File: src/rtl/msp430_bb_arb_pkg.sv
// Shared definitions for the Blackbone external-memory arbiter.
//   arb_state_e   : access sequencer states (IDLE -> ISSUE -> RESP -> IDLE)
//   DEF_*         : default parameter values used by the top level
package msp430_bb_arb_pkg;

  typedef enum logic [1:0] {
    IDLE  = 2'd0,
    ISSUE = 2'd1,
    RESP  = 2'd2
  } arb_state_e;

  localparam int DEF_NUM_PORTS  = 4;
  localparam int DEF_ADDR_WIDTH = 14;
  localparam int DEF_DATA_WIDTH = 16;
  localparam int DEF_MAX_BURST  = 4;

endpackage

File: src/rtl/msp430_rr_arbiter.sv
// Combinational round-robin priority search.
//   req_i   : request vector, one bit per port
//   start_i : port index with highest priority; search wraps upward from here
//   gnt_o   : one-hot grant of the first requesting port found
//   idx_o   : index of that port
//   any_o   : at least one request present
module msp430_rr_arbiter #(
  parameter int N  = 4,
  parameter int IW = $clog2(N)
) (
  input  logic [N-1:0]  req_i,
  input  logic [IW-1:0] start_i,
  output logic [N-1:0]  gnt_o,
  output logic [IW-1:0] idx_o,
  output logic          any_o
);

  int p;

  // Walk from the farthest offset toward start_i so the nearest requester
  // is the last one assigned and therefore wins, with no early exit needed.
  always_comb begin
    idx_o = '0;
    any_o = 1'b0;
    p     = 0;
    for (int i = N - 1; i >= 0; i--) begin
      p = int'(start_i) + i;
      if (p >= N) p = p - N;
      if (req_i[p]) begin
        any_o = 1'b1;
        idx_o = IW'(p);
      end
    end
  end

  assign gnt_o = any_o ? (N'(1) << idx_o) : '0;

endmodule

File: src/rtl/msp430_bb_ext_arbiter.sv
// Arbiter sharing the Blackbone external memory port among NUM_PORTS
// requesters. Each access takes three cycles: accept (IDLE), memory enable
// (ISSUE), completion (RESP). Round-robin between ports, with an optional
// lock that lets one port keep ownership for up to MAX_BURST accesses.
//   clk, rst           : clock, asynchronous active-low reset
//   req_valid/we/lock  : per-port request, write enable, keep-ownership flag
//   req_addr/req_din   : per-port address and write data, port p at slice p
//   req_ready          : one-hot accept strobe (IDLE only)
//   rsp_valid/rsp_dout : one-hot completion strobe and shared read data
//   bb_ext_*           : memory port; read data returns one cycle after en
//   grant_o            : index of current/last granted port
//   busy_o             : an access is in flight
module msp430_bb_ext_arbiter
  import msp430_bb_arb_pkg::*;
#(
  parameter int NUM_PORTS  = DEF_NUM_PORTS,
  parameter int ADDR_WIDTH = DEF_ADDR_WIDTH,
  parameter int DATA_WIDTH = DEF_DATA_WIDTH,
  parameter int MAX_BURST  = DEF_MAX_BURST
) (
  input  logic                            clk,
  input  logic                            rst,
  input  logic [NUM_PORTS-1:0]            req_valid,
  input  logic [NUM_PORTS-1:0]            req_we,
  input  logic [NUM_PORTS-1:0]            req_lock,
  input  logic [NUM_PORTS*ADDR_WIDTH-1:0] req_addr,
  input  logic [NUM_PORTS*DATA_WIDTH-1:0] req_din,
  output logic [NUM_PORTS-1:0]            req_ready,
  output logic [NUM_PORTS-1:0]            rsp_valid,
  output logic [DATA_WIDTH-1:0]           rsp_dout,
  output logic [ADDR_WIDTH-1:0]           bb_ext_addr_o,
  output logic [DATA_WIDTH-1:0]           bb_ext_din_o,
  output logic                            bb_ext_en_o,
  output logic                            bb_ext_we_o,
  input  logic [DATA_WIDTH-1:0]           bb_ext_dout_i,
  output logic [$clog2(NUM_PORTS)-1:0]    grant_o,
  output logic                            busy_o
);

  localparam int GW = $clog2(NUM_PORTS);
  localparam int BW = $clog2(MAX_BURST + 1);

  arb_state_e          state_q, state_d;
  logic [GW-1:0]       grant_q, grant_d;
  logic                lock_q, lock_d;
  logic [BW-1:0]       burst_q, burst_d;
  logic [ADDR_WIDTH-1:0] addr_q, addr_d;
  logic [DATA_WIDTH-1:0] din_q, din_d;
  logic                we_q, we_d;

  logic [ADDR_WIDTH-1:0] addr_a [NUM_PORTS];
  logic [DATA_WIDTH-1:0] din_a  [NUM_PORTS];

  for (genvar g = 0; g < NUM_PORTS; g++) begin : g_unpack
    assign addr_a[g] = req_addr[g*ADDR_WIDTH +: ADDR_WIDTH];
    assign din_a[g]  = req_din[g*DATA_WIDTH +: DATA_WIDTH];
  end

  // Search begins just past the last grant; reset value NUM_PORTS-1 makes
  // the first search after reset start at port 0.
  logic [GW-1:0]        start_ptr;
  logic [NUM_PORTS-1:0] rr_gnt;
  logic [GW-1:0]        rr_idx;
  logic                 rr_any;

  assign start_ptr = (grant_q == GW'(NUM_PORTS - 1)) ? '0 : grant_q + GW'(1);

  msp430_rr_arbiter #(
    .N  (NUM_PORTS),
    .IW (GW)
  ) u_rr (
    .req_i   (req_valid),
    .start_i (start_ptr),
    .gnt_o   (rr_gnt),
    .idx_o   (rr_idx),
    .any_o   (rr_any)
  );

  // lock_q is only left set while the owner still has burst budget, so a
  // held lock plus a live owner request means a locked re-grant. If the
  // owner is silent the plain round-robin result is used in the same cycle.
  logic          owner_hold;
  logic [GW-1:0] win_idx;
  logic          win_any;
  logic          accept;

  assign owner_hold = lock_q && req_valid[grant_q];
  assign win_idx    = owner_hold ? grant_q : rr_idx;
  assign win_any    = owner_hold || rr_any;
  assign accept     = rst && (state_q == IDLE) && win_any;

  always_comb begin
    state_d = state_q;
    grant_d = grant_q;
    lock_d  = lock_q;
    burst_d = burst_q;
    addr_d  = addr_q;
    din_d   = din_q;
    we_d    = we_q;
    case (state_q)
      IDLE: begin
        if (accept) begin
          state_d = ISSUE;
          grant_d = win_idx;
          addr_d  = addr_a[win_idx];
          din_d   = din_a[win_idx];
          we_d    = req_we[win_idx];
          burst_d = owner_hold ? burst_q + BW'(1) : BW'(1);
          // Exhausted budget drops the lock; the owner then sits at the
          // bottom of the round-robin order because search starts past it.
          lock_d  = req_lock[win_idx] && (burst_d < BW'(MAX_BURST));
        end
      end
      ISSUE:   state_d = RESP;
      RESP:    state_d = IDLE;
      default: state_d = IDLE;
    endcase
  end

  always_ff @(posedge clk or negedge rst) begin
    if (!rst) begin
      state_q <= IDLE;
      grant_q <= GW'(NUM_PORTS - 1);
      lock_q  <= 1'b0;
      burst_q <= '0;
      addr_q  <= '0;
      din_q   <= '0;
      we_q    <= 1'b0;
    end else begin
      state_q <= state_d;
      grant_q <= grant_d;
      lock_q  <= lock_d;
      burst_q <= burst_d;
      addr_q  <= addr_d;
      din_q   <= din_d;
      we_q    <= we_d;
    end
  end

  // All strobes decode from state_q, so an asynchronous reset kills an
  // in-flight enable or completion immediately.
  assign req_ready     = accept ? (NUM_PORTS'(1) << win_idx) : '0;
  assign bb_ext_en_o   = (state_q == ISSUE);
  assign bb_ext_we_o   = (state_q == ISSUE) && we_q;
  assign bb_ext_addr_o = addr_q;
  assign bb_ext_din_o  = din_q;
  assign rsp_valid     = (state_q == RESP) ? (NUM_PORTS'(1) << grant_q) : '0;
  assign rsp_dout      = ((state_q == RESP) && !we_q) ? bb_ext_dout_i : '0;
  assign grant_o       = grant_q;
  assign busy_o        = (state_q != IDLE);

  logic unused_ok;
  assign unused_ok = ^rr_gnt;

endmodule

File: config.mk
export PLATFORM = sky130hd
export DESIGN_NAME = msp430_bb_ext_arbiter
export DESIGN_NICKNAME = d
export VERILOG_FILES = /design/src/rtl/msp430_bb_arb_pkg.sv /design/src/rtl/msp430_rr_arbiter.sv /design/src/rtl/msp430_bb_ext_arbiter.sv
export SDC_FILE = /design/constraint.sdc
export NUM_CORES = 1
export LEC_CHECK = 0
export BUFFER_PORTS_ARGS = -buffer_cell sky130_fd_sc_hd__buf_2
export CORE_MARGIN = 2
export CORE_UTILIZATION = 34
export CTS_CLUSTER_DIAMETER = 200
export DETAILED_ROUTE_END_ITERATION = 16
export PLACE_DENSITY_LB_ADDON = 0.05
export SKIP_CTS_REPAIR_TIMING = 1
export SYNTH_ARGS = -nofsm -noshare
export SYNTH_HDL_FRONTEND = slang
export SYNTH_SLANG_ARGS = --single-unit
File: constraint.sdc
create_clock -name clk -period 3.2 [get_ports clk]
set_input_delay 0.32 -clock clk [delete_from_list [all_inputs] [get_ports clk]]
set_output_delay 0.32 -clock clk [all_outputs]
set_load 0.01 [all_outputs]
### Word-level counts from Yosys, hierarchy flattened

Index checks and enable logic that the tools add are counted.

| storage, ports and cells | value |
|---|---|
| register bits after elaboration | 39 |
| output and inout bits | 59 |
| word-level logic and storage cells | 90 |

| operators by class | value |
|---|---|
| $add $sub $neg | 9 |
| $lt $le $gt $ge | 12 |
| equality and inequality tests | 4 |
| shift operators | 2 |
| multiplexer cells | 44 |
| bitwise operators | 1 |
| reductions and logical operators | 11 |

Operators with widths:

| kind | count |
|---|---|
| 32-bit by 4-bit less-than comparator with 1-bit output (second input constant) | 4 |
| 32-bit 2-to-1 mux | 4 |
| 32-bit by 4-bit >= comparator with 1-bit output (second input constant) | 3 |
| 32-bit by 4-bit subtractor with 32-bit output (second input constant) | 3 |
| 16-bit 2-to-1 mux | 3 |
| 16-bit binary-select mux with 2-bit select | 1 |
| 14-bit binary-select mux with 2-bit select | 1 |
| 14-bit 2-to-1 mux | 2 |
| 1-bit 2-to-1 mux | 15 |
| 1-bit binary-select mux with 2-bit select | 7 |
| 2-bit 2-to-1 mux | 7 |
| 4-bit 2-to-1 mux | 2 |
| 1-bit by 2-bit left shift with 4-bit output (first input constant) | 2 |
| 2-bit by 2-bit adder with 3-bit output (second input constant) | 2 |
| 1-bit logical AND | 6 |
| 2-bit by 3-bit less-than comparator with 1-bit output (second input constant) | 2 |
| 2-bit == test (second input constant) | 2 |
| 2-bit case mux with 2 select lines | 1 |
| 2-bit by 3-bit subtractor with 4-bit output (second input constant) | 1 |
| 2-bit by 1-bit adder with 3-bit output (second input constant) | 1 |
| 3-bit by 1-bit adder with 3-bit output (second input constant) | 1 |
| 2-bit by 3-bit >= comparator with 1-bit output (second input constant) | 1 |
| 3-bit >= comparator (second input constant) | 1 |
| 3-bit less-than comparator (second input constant) | 1 |
| other kinds (10) | 10 |

### Logic depth before layout (Yosys ltp)

| logic depth | value |
|---|---|
| depth after elaboration | 17 |
| gate-level depth with buffers | 14 |
| depth with buffers taken out | 10 |

### By module

From an unflattened synthesis, not the netlist that was laid out.

| second synthesis, totals | value |
|---|---|
| cells, all modules | 307 |
| area total of the unflattened synthesis | 2721.4 sq um |

By module, submodules not included:

| module | instances | cells an instance | area an instance (sq um) |
|---|---|---|---|
| msp430_bb_ext_arbiter | 1 | 278 | 2538.7 |
| msp430_rr_arbiter | 1 | 29 | 182.7 |

### Least setup slack after synthesis

Ideal clock, no wire load.

| path | value |
|---|---|
| kind | reg2out |
| start | reg grant_q[0] (netlist: grant_o[0]) |
| end | out req_ready[0] |
| arrival | 2.982 ns |
| path slack | -0.102 ns |
| stages on the path, launching flop included | 14 |
| path buffers | 4 |
| path through | dfstp_2 > buf_6 > buf_2 > inv_1 > ha_1 > or3_1 > and3_1 > o21ai_1 > a2111oi_2 > a21oi_1 > buf_2 > clkbuf_1 > nand2_1 > nor2_1 |

| on the way | value |
|---|---|
| cells in the longest elaborated chain, start to end | 15 |
| elaborated cells between the ends (all ways) | 46 |

RTL lines:

| element | line | text |
|---|---|---|
| start, declared | msp430_bb_ext_arbiter.sv:44 | `logic [GW-1:0] grant_q, grant_d;` |
| start signal, assigned | msp430_bb_ext_arbiter.sv:123 | `grant_q <= GW'(NUM_PORTS - 1);` |
| start signal, assigned | msp430_bb_ext_arbiter.sv:131 | `grant_q <= grant_d;` |
| 2-bit by 1-bit adder with 2-bit output / 2-bit == test (equally long branches) | msp430_bb_ext_arbiter.sv:66 | `assign start_ptr = (grant_q == GW'(NUM_PORTS - 1)) ? '0 : grant_q + GW'(1);` |
| 2-bit 2-to-1 mux | msp430_bb_ext_arbiter.sv:66 |  |
| 2-bit by 2-bit adder with 3-bit output | msp430_rr_arbiter.sv:27 | `p = int'(start_i) + i;` |
| 32-bit by 4-bit subtractor with 32-bit output / 32-bit by 4-bit >= comparator with 1-bit output (equally long branches) | msp430_rr_arbiter.sv:28 | `if (p >= N) p = p - N;` |
| 32-bit 2-to-1 mux | msp430_rr_arbiter.sv:28 |  |
| 1-bit binary-select mux with 2-bit select | msp430_rr_arbiter.sv:29 | `if (req_i[p]) begin` |
| 1-bit 2-to-1 mux (not written as such) (2 in series) | msp430_rr_arbiter.sv:29 |  |
| 2-bit 2-to-1 mux / 1-bit 2-to-1 mux (equally long branches) (4 in series) | msp430_rr_arbiter.sv:29 |  |
| 2-bit 2-to-1 mux / 1-bit logical OR (equally long branches) | msp430_bb_ext_arbiter.sv:88, msp430_bb_ext_arbiter.sv:89 |  |
| 1-bit by 2-bit left shift with 4-bit output / 1-bit logical AND (equally long branches) | msp430_bb_ext_arbiter.sv:142, msp430_bb_ext_arbiter.sv:90 |  |
| 4-bit 2-to-1 mux (*) | msp430_bb_ext_arbiter.sv:142 | `assign req_ready = accept ? (NUM_PORTS'(1) << win_idx) : '0;` |
| end, declared | msp430_bb_ext_arbiter.sv:28 | `output logic [NUM_PORTS-1:0] req_ready,` |

Every way passes the cells marked *; elsewhere a longest branch is shown, timed or not. The select of a mux whose other input is x is not followed.

### Worst setup path after layout

| path | value |
|---|---|
| start | reg grant_q[1] (netlist: grant_o[1]) |
| end | out req_ready[1] |

Same word-level chain as after synthesis.

==> run metrics <==
cell leakage power 2.51 nW; first-pass GRT wire length 15600 µm; DIE HEIGHT 104 µm; Synth warnings 0; io pins 209; Seq pwr share 0.159; crit-path max FO 15; final HPWL from detailed placement 7340 µm; Setup violations, final 0; number of H-tree levels 2; Port Buf Inserts 208; critical path endpoint category output port; slowest CP cell dfstp_2; Hold WS 117 ps; register area 978 µm²; Worst path top cell family by delay compound AO/OA/AOI/OAI gates; CP required 2880 ps; cell area after synthesis 0.00341 mm²; Place WS 183 ps; Vias 3385; fmax 327 MHz; worst-skew pair later-pin latency 290 ps; combinational group share of total power 0.774; GRT Total Usage 0.172; Post-Syn Instances 366; Pwr Total 5.48 mW; Tcrit/Tclk final 0.956; Worst Path Arrival 2740 ps; final cell count without fillers 695; Max Slew Vio Count 0; status finished clean; sequential share of the synthesized area 0.287; synth unique cells 40; Slew @ Worst Pin 698 ps; kind of critical path reg -> out; clock power share 0.067; final net count 716; CTS clk-pin slew, worst paths 80 ps; Max Root-Sink Buffers 2; CTS tree built; Final Hold Vio Count 0; Max-slew headroom 0.534; Max Cap Viol 0; WL/cell 13.9 µm; CTS Buf Count 5; FILL cells 1003; Sw Ratio 0.459; die area 0.0109 mm²; core area 0.00977 mm²; DP Cell Count 684; nature of the critical path startpoint flop; GR Overflow Total 0; total iterations of the first detailed-routing run 4; # diodes 0; antenna-violating nets left 0; clock sinks 39; Multi-input gate area 0.00228 mm²; Post-Route WL 9630 µm; vias in the first global route 3301; root buf cell clkbuf_8; Layout area overhead 39.2%; initial antenna violation count 0; largest net degree at the start of global routing 71; Starting Density 0.349; Final GP Congestion 0.745; PwrDens 1150 mW/mm²; initial DRC count 154; P_int 2.96 mW; CP bufs+invs 4; DRC Markers 0; post-layout minimum cycle time 3060 ps; Net Count, Synth 521; Post-Syn Area per Cell 9.33 µm²; Peak VDD IR 0.567 mV; Switching Power 2.52 mW; Die X 104 µm; Yosys reg bits 39; slack of the critical path 140 ps; class of the worst hold path in -> async; Worst path max stage delay 550 ps; CP cell instances inv_1 -> ha_4 -> buf_4 -> xnor2_1 -> a21oi_1 -> a211oi_2 -> a311o_2 -> buf_12 -> nand2b_4 -> nor2_1 -> buf_2; layout cells sized above 1 0.541; DR vias/cell 4.87; Layout Skew 6.10 ps; number of cell rows 36
[final cells by class]
type                    instances  area share
repair buffers                222       0.253
flip-flops and latches         39       0.206
multi-input cells             288       0.481
well taps                     133      0.0350
clock buffers                   8      0.0211
inverters                       5     0.00395
[power groups by stage]
stage / Clock (mW) / Sequential [mW] / Combinational [mW]
final: 0.366 / 0.872 / 4.24
after global routing: 0.411 / 0.911 / 4.69
after CTS: 0.384 / 0.880 / 4.06
after detailed placement: 0 / 0.886 / 4.05
after global placement: 0 / 0.879 / 4.00
after floorplan: 0 / 0.977 / 3.16
[cell usage after synthesis, drive strengths merged]
master   count  share of area
o31ai       31           0.11
nand2       42          0.046
xnor2        2         0.0051
nand2b       2         0.0037
a21o         2         0.0044
o41ai        1         0.0048
or3          1         0.0018
nor3         1         0.0015
mux2i       34           0.10
a21boi       2         0.0044
a21bo        1         0.0029
o21ai        9          0.013
and2        23          0.042
o211ai       2         0.0044
nor2b        5         0.0092
o2111ai      1         0.0026
ha           5          0.018
nand3        1         0.0015
nor2         9         0.0099
mux4         2          0.013
a21oi       39          0.057
a311o        1         0.0033
dfstp        2          0.015
mux2        33           0.11
and3        34          0.062
inv          5         0.0055
a2111oi      1         0.0044
o32a         1         0.0029
o21bai       1         0.0022
buf         14          0.039
a211oi       1         0.0037
dfrtp       37           0.27
clkbuf      20          0.022
xor2         1         0.0026
[worst paths after layout]
check / start / end / slack (ps) / cells after the start
setup / recovery: grant_o[1]$_DFFE_PN1P_ / req_ready[1] / 140 / 11
min in group clk: rst / lock_q$_DFFE_PN0P_ / 390 / 3
hold / removal: rst / burst_q[2]$_DFFE_PN0P_ / 120 / 2
setup reg to reg: grant_o[0]$_DFFE_PN1P_ / bb_ext_din_o[9]$_DFFE_PN0P_ / 260 / 10
hold reg to reg: state_q[1]$_DFFE_PN0P_ / state_q[1]$_DFFE_PN0P_ / 480 / 1
max in group asynchronous: rst / grant_o[0]$_DFFE_PN1P_ / 2720 / 2
[through the flow]
step,area [µm²],setup TNS (ps),util
floorplan,3420,0,-
global route,4750,-14.6,0.486
CTS,4650,-367,0.475
detailed placement,4550,0,0.465
global placement,4550,0,0.465
finish,4750,0,0.486
[placed cells by master (no fill, tap or decap), types with 2 or more instances in the layout]
cell / synthesis / final
dfstp_2: 2 / 2
xnor2_1: 2 / 2
mux4_2: 2 / 2
buf_4: 0 / 9
ha_4: 0 / 2
a21boi_0: 2 / 2
mux2i_1: 34 / 34
and2_1: 23 / 22
a21o_2: 0 / 2
mux2_2: 27 / 27
o21ai_0: 8 / 8
nor2_1: 9 / 9
and3_1: 34 / 34
mux2_1: 6 / 6
nor2b_1: 5 / 5
ha_1: 5 / 3
o31ai_1: 2 / 2
o211ai_1: 2 / 2
inv_1: 5 / 5
buf_2: 7 / 208
dfrtp_1: 37 / 37
o31ai_2: 29 / 29
nand2_1: 42 / 42
clkbuf_8: 0 / 7
a21oi_1: 39 / 38
buf_12: 1 / 3
[sequential cells by signal (all words and copies together) (netlist names)]
| name | flops |
|---|---|
| burst_q | 3 |
| bb_ext_din_o | 16 |
| lock_q | 1 |
| grant_o | 2 |
| state_q | 2 |
| bb_ext_addr_o | 14 |
| we_q | 1 |
[cells by family after synthesis]
kind of cell,Yosys count,synth area share
AND/OR/NAND/NOR,118,0.178
AO/OA/AOI/OAI,93,0.221
multiplexers,69,0.222
buffers and inverters,39,0.0667
flip-flops,39,0.287
adder cells (fa/ha/maj),5,0.0183
XOR/XNOR,3,0.00770
[metal layers]
metal,up-vias,part of all wire,wire length [µm],GRT usage
met4,0,0.0042,40,0.0261
met5,-,0,0,0
met1,1532,0.42,4070,0.207
met2,140,0.50,4770,0.308
met3,2,0.077,744,0.0482
li1,1711,-,-,-
Note: power is estimated with default switching activity, not from simulation.
